[src/rtl/muldiv_pkg.sv]
// Shared definitions for the RV32M multiply/divide unit: funct3 op codes,
// FSM state encoding and small decode helpers.
package muldiv_pkg;

  localparam logic [2:0] OP_MUL    = 3'b000;
  localparam logic [2:0] OP_MULH   = 3'b001;
  localparam logic [2:0] OP_MULHSU = 3'b010;
  localparam logic [2:0] OP_MULHU  = 3'b011;
  localparam logic [2:0] OP_DIV    = 3'b100;
  localparam logic [2:0] OP_DIVU   = 3'b101;
  localparam logic [2:0] OP_REM    = 3'b110;
  localparam logic [2:0] OP_REMU   = 3'b111;

  typedef enum logic [1:0] {
    ST_IDLE = 2'd0,
    ST_CALC = 2'd1,
    ST_FIX  = 2'd2,
    ST_DONE = 2'd3
  } state_e;

  // Iteration counter width for a given operand width.
  function automatic int unsigned cnt_width(input int unsigned xlen);
    return $clog2(xlen) + 1;
  endfunction

  function automatic logic op_a_signed(input logic [2:0] op);
    return (op == OP_MULH) || (op == OP_MULHSU) || (op == OP_DIV) || (op == OP_REM);
  endfunction

  function automatic logic op_b_signed(input logic [2:0] op);
    return (op == OP_MULH) || (op == OP_DIV) || (op == OP_REM);
  endfunction

endpackage

[src/rtl/muldiv_sign_fix.sv]
// Conditional two's-complement negation on two independent lanes; used for
// operand magnitude extraction and for final result sign correction.
module muldiv_sign_fix #(
  parameter int unsigned WA = 32,
  parameter int unsigned WB = 32
) (
  input  logic [WA-1:0] a_i,
  input  logic          neg_a_i,
  input  logic [WB-1:0] b_i,
  input  logic          neg_b_i,
  output logic [WA-1:0] a_o,
  output logic [WB-1:0] b_o
);

  assign a_o = neg_a_i ? (~a_i + WA'(1)) : a_i;
  assign b_o = neg_b_i ? (~b_i + WB'(1)) : b_i;

endmodule

[src/rtl/muldiv_unit.sv]
// Iterative RV32M multiply/divide unit with start/busy/done handshake,
// flush, one-cycle divide corner cases and an optional single-cycle multiply.
module muldiv_unit
  import muldiv_pkg::*;
#(
  parameter int unsigned XLEN     = 32,
  parameter int unsigned MUL_FAST = 0
) (
  input  logic            clk_w_i,
  input  logic            rst_w_i_l,
  input  logic            start_w_i_h,
  input  logic            flush_w_i_h,
  input  logic [2:0]      op_w_i,
  input  logic [XLEN-1:0] a_data_w_i,
  input  logic [XLEN-1:0] b_data_w_i,
  output logic            busy_w_o_h,
  output logic            done_w_o_h,
  output logic [XLEN-1:0] res_w_o
);

  localparam int unsigned CW = cnt_width(XLEN);

  state_e              state_q, state_d;
  logic [2:0]          op_q, op_d;
  logic [CW-1:0]       cnt_q, cnt_d;
  logic [2*XLEN-1:0]   acc_q, acc_d;
  logic [XLEN-1:0]     b_q, b_d;
  logic                neg_q, neg_d;
  logic                neg_rem_q, neg_rem_d;
  logic [XLEN-1:0]     result_q, result_d;
  logic [XLEN-1:0]     res_q, res_d;
  logic                busy_q, busy_d;
  logic                done_q, done_d;

  logic                a_neg, b_neg;
  logic [XLEN-1:0]     a_mag, b_mag;
  logic                accept, is_div_in, div_zero, div_ovf;
  logic [XLEN:0]       mul_sum, div_shl, div_diff;
  logic [XLEN-1:0]     mul_addend;
  logic [2*XLEN-1:0]   mul_next, div_next, prod;
  logic [2*XLEN-1:0]   fixed_main;
  logic [XLEN-1:0]     fixed_rem, fix_res;

  assign a_neg = op_a_signed(op_w_i) & a_data_w_i[XLEN-1];
  assign b_neg = op_b_signed(op_w_i) & b_data_w_i[XLEN-1];

  muldiv_sign_fix #(.WA(XLEN), .WB(XLEN)) u_sign_in (
    .a_i     (a_data_w_i),
    .neg_a_i (a_neg),
    .b_i     (b_data_w_i),
    .neg_b_i (b_neg),
    .a_o     (a_mag),
    .b_o     (b_mag)
  );

  assign accept    = ((state_q == ST_IDLE) || (state_q == ST_DONE)) && start_w_i_h && !flush_w_i_h;
  assign is_div_in = op_w_i[2];
  assign div_zero  = (b_data_w_i == '0);
  assign div_ovf   = ((op_w_i == OP_DIV) || (op_w_i == OP_REM)) &&
                     (a_data_w_i == {1'b1, {(XLEN-1){1'b0}}}) && (b_data_w_i == '1);

  // Shift-add: acc = {partial product, remaining multiplier bits}.
  assign mul_addend = acc_q[0] ? b_q : '0;
  assign mul_sum    = {1'b0, acc_q[2*XLEN-1:XLEN]} + {1'b0, mul_addend};
  assign mul_next   = {mul_sum, acc_q[XLEN-1:1]};

  // Restoring divide: acc = {remainder, dividend shifting out / quotient shifting in}.
  assign div_shl  = {acc_q[2*XLEN-1:XLEN], acc_q[XLEN-1]};
  assign div_diff = div_shl - {1'b0, b_q};
  assign div_next = div_diff[XLEN] ? {div_shl[XLEN-1:0], acc_q[XLEN-2:0], 1'b0}
                                   : {div_diff[XLEN-1:0], acc_q[XLEN-2:0], 1'b1};

  if (MUL_FAST != 0) begin : g_fast_mul
    assign prod = op_q[2] ? acc_q
                          : ({{XLEN{1'b0}}, acc_q[XLEN-1:0]} * {{XLEN{1'b0}}, b_q});
  end else begin : g_iter_mul
    assign prod = acc_q;
  end

  muldiv_sign_fix #(.WA(2*XLEN), .WB(XLEN)) u_sign_out (
    .a_i     (prod),
    .neg_a_i (neg_q),
    .b_i     (acc_q[2*XLEN-1:XLEN]),
    .neg_b_i (neg_rem_q),
    .a_o     (fixed_main),
    .b_o     (fixed_rem)
  );

  always_comb begin
    fix_res = fixed_main[XLEN-1:0];
    case (op_q)
      OP_MULH, OP_MULHSU, OP_MULHU: fix_res = fixed_main[2*XLEN-1:XLEN];
      OP_REM, OP_REMU:              fix_res = fixed_rem;
      default:                      fix_res = fixed_main[XLEN-1:0];
    endcase
  end

  always_comb begin
    state_d   = state_q;
    op_d      = op_q;
    cnt_d     = cnt_q;
    acc_d     = acc_q;
    b_d       = b_q;
    neg_d     = neg_q;
    neg_rem_d = neg_rem_q;
    result_d  = result_q;
    case (state_q)
      ST_IDLE, ST_DONE: begin
        state_d = ST_IDLE;
        if (accept) begin
          op_d      = op_w_i;
          b_d       = b_mag;
          acc_d     = {{XLEN{1'b0}}, a_mag};
          cnt_d     = '0;
          neg_d     = a_neg ^ b_neg;
          neg_rem_d = a_neg;
          if (is_div_in && div_zero) begin
            result_d = op_w_i[1] ? a_data_w_i : '1;
            state_d  = ST_DONE;
          end else if (div_ovf) begin
            result_d = op_w_i[1] ? '0 : a_data_w_i;
            state_d  = ST_DONE;
          end else if (!is_div_in && (MUL_FAST != 0)) begin
            state_d = ST_FIX;
          end else begin
            state_d = ST_CALC;
          end
        end
      end
      ST_CALC: begin
        cnt_d = cnt_q + CW'(1);
        acc_d = op_q[2] ? div_next : mul_next;
        if (cnt_q == CW'(XLEN-1)) state_d = ST_FIX;
      end
      ST_FIX: begin
        result_d = fix_res;
        state_d  = ST_DONE;
      end
      default: state_d = ST_IDLE;
    endcase
    if (flush_w_i_h) state_d = ST_IDLE;
  end

  // Outputs are registered one stage behind the state, so DONE is the cycle
  // that loads done/res and a start in that cycle overlaps the done pulse.
  assign busy_d = (state_d == ST_CALC) || (state_d == ST_FIX);
  assign done_d = (state_q == ST_DONE) && !flush_w_i_h;
  assign res_d  = done_d ? result_q : res_q;

  always_ff @(posedge clk_w_i) begin
    if (!rst_w_i_l) begin
      state_q   <= ST_IDLE;
      op_q      <= '0;
      cnt_q     <= '0;
      acc_q     <= '0;
      b_q       <= '0;
      neg_q     <= 1'b0;
      neg_rem_q <= 1'b0;
      result_q  <= '0;
      res_q     <= '0;
      busy_q    <= 1'b0;
      done_q    <= 1'b0;
    end else begin
      state_q   <= state_d;
      op_q      <= op_d;
      cnt_q     <= cnt_d;
      acc_q     <= acc_d;
      b_q       <= b_d;
      neg_q     <= neg_d;
      neg_rem_q <= neg_rem_d;
      result_q  <= result_d;
      res_q     <= res_d;
      busy_q    <= busy_d;
      done_q    <= done_d;
    end
  end

  assign busy_w_o_h = busy_q;
  assign done_w_o_h = done_q;
  assign res_w_o    = res_q;

endmodule

[config.mk]
export PLATFORM = sky130hd
export DESIGN_NAME = muldiv_unit
export DESIGN_NICKNAME = d
export VERILOG_FILES = /design/src/rtl/muldiv_pkg.sv /design/src/rtl/muldiv_sign_fix.sv /design/src/rtl/muldiv_unit.sv
export SDC_FILE = /design/constraint.sdc
export NUM_CORES = 1
export LEC_CHECK = 0
export CORE_ASPECT_RATIO = 2
export CORE_MARGIN = 2
export CORE_UTILIZATION = 45
export DETAILED_ROUTE_END_ITERATION = 10
export PLACE_DENSITY = 0.73
export REMOVE_ABC_BUFFERS = 1
export SLEW_MARGIN = 25
export SYNTH_ARGS = -nofsm -noshare
export SYNTH_HDL_FRONTEND = slang
export SYNTH_SLANG_ARGS = --single-unit
export TNS_END_PERCENT = 10
[constraint.sdc]
create_clock -name clk_w_i -period 4.4 [get_ports clk_w_i]
set_input_delay 0.66 -clock clk_w_i [delete_from_list [all_inputs] [get_ports clk_w_i]]
set_output_delay 0.66 -clock clk_w_i [all_outputs]
set_load 0.005 [all_outputs]
==> metrics.yaml <==
ys_top_cells_by_area: "dfxtp_1, nand2_1, a21oi_1, ha_1, xor2_1"
endpoint_kind: "register"
min_period_ps: 3856
cts_root_buf: "clkbuf_16"
layout_setup_ws_ps: 543.9
cts-hold-fix-buffers: 0
cts_buffers: 17
max_cap_violations: 0
final_common_cell: "nand2_1"
avgSynthCellArea_sq_um: 7.215
synth_area_sq_um: 15290
min_from: "res_w_o[9]$_SDFFE_PN0P_"
syn_inst: 2119
crit_fanout: 17
fp-row-count: 95
whs_ps: 452.4
drt-wirelength-per-cell_um: 20.75
finalPower_mw: 4.251
final_area_sq_um: 17360
syn2layout_area_growth_pct: 13.55
synth_top_area_share_pct: 22.92
finalClockSkew_ps: 9.256
ys.flop_type: "dfxtp_1"
worst_pin_slew_ps: 1055
hold_path_end: "res_w_o[9]$_SDFFE_PN0P_"
chipWidth_um: 134.3
final_cell_mix: "nand2_1, nor2_1, a21oi_1"
finalMaxSlewViolations: 0
vias: 16110
synth_top_area_cell: "dfxtp_1"
required_ps: 4750
grt_pass1_wl_um: 84410
insertion_delay_ps: 470
yosysSeqAreaShare_pct: 22.92
clkSinkCount: 175
placed_cell_area_sq_um: 16790
cts_setup_buffers: 0
synth_cell_types: 78
cp.arrival_ps: 4210
grt_max_degree: 69
r2r_start: "acc_q[0]$_SDFFE_PN0P_"
grt_pass1_vias: 15940
start_kind: "register"
fmax_mhz: 259.3
grt.overflow.total: 0
finalHoldViolCount: 0
synthArstFlopShare_pct: 0
gp_congestion: 1.037
dr.first_iter.drc_count: 1336
coreArea_sq_um: 33520
peakVddDrop_mv: 0.2661
start_util_pct: 45.61
nNetsFinal: 2294
io_pins: 105
vias_per_cell: 6.202
clkTransAtPathRegs_ps: 70
firstDrtPassIters: 5
power.density_nw_per_um2: 244.9
antenna_found_initial: 0
status: "finished clean"
drt-total-wl_um: 53900
fin_crit_sh_pct: 87.64
p_leak_nw: 6.428
rsz0062_at_grt: "no"
yosys_warnings: 0
synth_edf_count: 0
setup_viol: 0
dp_hpwl_um: 41850
drive_gt1_share_pct: 6.247
cts_max_path_buffers: 2
hold_depth: 2
r2r_end: "acc_q[52]$_SDFFE_PN0P_"
ctsResizeCount: 0
cts_tree: "built"
dieArea_sq_um: 35550
cts_max_level: 4
place_ws_ps: 312.2
antenna_cells: 0
ys_ff_latch: 175
port_buffers: 104
track_usage_pct: 30.11
die_h_um: 264.7
max_slew_margin_pct: 29.60
reg2reg_depth: 12
critical_path_class: "reg -> reg"
drc: 0
rrSetupSlack_ps: 540
min-delay-path-class: "reg -> reg"
ant_nets: 0
## synth_stat cells (39+ instances only)
library cell / instances
inv_1: 70
xor2_1: 96
a211oi_1: 39
xnor2_1: 77
nand2_1: 280
nor2_1: 202
ha_1: 73
a21oi_1: 201
dfxtp_1: 175
clkbuf_1: 134
mux2i_1: 57
o21ai_0: 132
o211ai_1: 57
## sequential cells by signal (all words and copies together) (netlist names)
name        cells
result_q       32
busy_w_o_h      1
state_q         2
neg_rem_q       1
op_q            3
b_q            32
res_w_o        32
cnt_q           6
neg_q           1
done_w_o_h      1
acc_q          64
## cell families (layout without fill, tap and decap cells)
| family | count (synthesis) | count (layout) | synth area share, % |
|---|---|---|---|
| buffers and inverters | 227 | 269 | 5.753 |
| AOI/OAI and AO/OA | 650 | 650 | 27.15 |
| DFF | 175 | 175 | 22.92 |
| and+or+nand+nor | 729 | 729 | 22.11 |
| xor gates and xnor gates | 173 | 173 | 9.911 |
| muxes | 61 | 61 | 4.027 |
| adders and majority gates | 104 | 104 | 8.135 |
## worst max-delay path, cell delays in order (launching register included)
cell and delay, ps:
dfxtp_1 310, inv_1 460, buf_4 340, nor2_1 70
ha_1 340, a21o_1 190, a2111oi_0 590, nand4b_1 290
a31o_2 300, a21oi_1 230, o21ai_0 130, xor2_1 160
a221o_1 320
## stage by stage
step	TNS (ps)	utilization [%]	cells
after floorplan	-228720	-	1962
after global placement	0	50.09	2565
after detailed placement	0	50.09	2565
after CTS	0	51.79	2597
after global routing	0	51.79	2597
final	0	51.79	2597
## power breakdown
part / internal, mW / switching [mW]
Clock: 0.810 / 0.705
Sequential: 1.63 / 0.0632
Combinational: 0.402 / 0.641
Total: 2.84 / 1.41
## per-layer routing
layer | wire, um | global-route usage [%] | share of wire [%] | up-vias
li1 | - | - | - | 7707
met1 | 18690 | 29.48 | 35 | 7515
met2 | 28290 | 56.33 | 52 | 657
met3 | 2461 | 3.710 | 4.6 | 227
met4 | 4462 | 22.82 | 8.3 | 0
met5 | 0 | 0 | 0 | -
## area by class of cell
| class | count | area [sq um] |
|---|---|---|
| inverters | 70 | 265.3 |
| clock buffers | 20 | 456.7 |
| clock inverters | 12 | 112.6 |
| flip-flops and latches | 175 | 3505 |
| well taps | 436 | 545.5 |
| multi-input cells | 1717 | 10940 |
| repair buffers | 167 | 1539 |
| fillers | 3330 | 16160 |
## worst max-delay path by stage
stage | startpoint | to | slack, ps
2_1_floorplan | state_q[0]$_SDFF_PN0_ | acc_q[63]$_SDFFE_PN0P_ | -3690
3_3_place_gp | b_data_w_i[14] | result_q[8]$_SDFFE_PN0P_ | 370
3_5_place_dp | b_data_w_i[14] | result_q[8]$_SDFFE_PN0P_ | 310
4_1_cts | acc_q[0]$_SDFFE_PN0P_ | acc_q[52]$_SDFFE_PN0P_ | 580
5_1_grt | acc_q[0]$_SDFFE_PN0P_ | acc_q[52]$_SDFFE_PN0P_ | 340
6_report | acc_q[0]$_SDFFE_PN0P_ | acc_q[52]$_SDFFE_PN0P_ | 540
(Power assumes the default switching activity.)
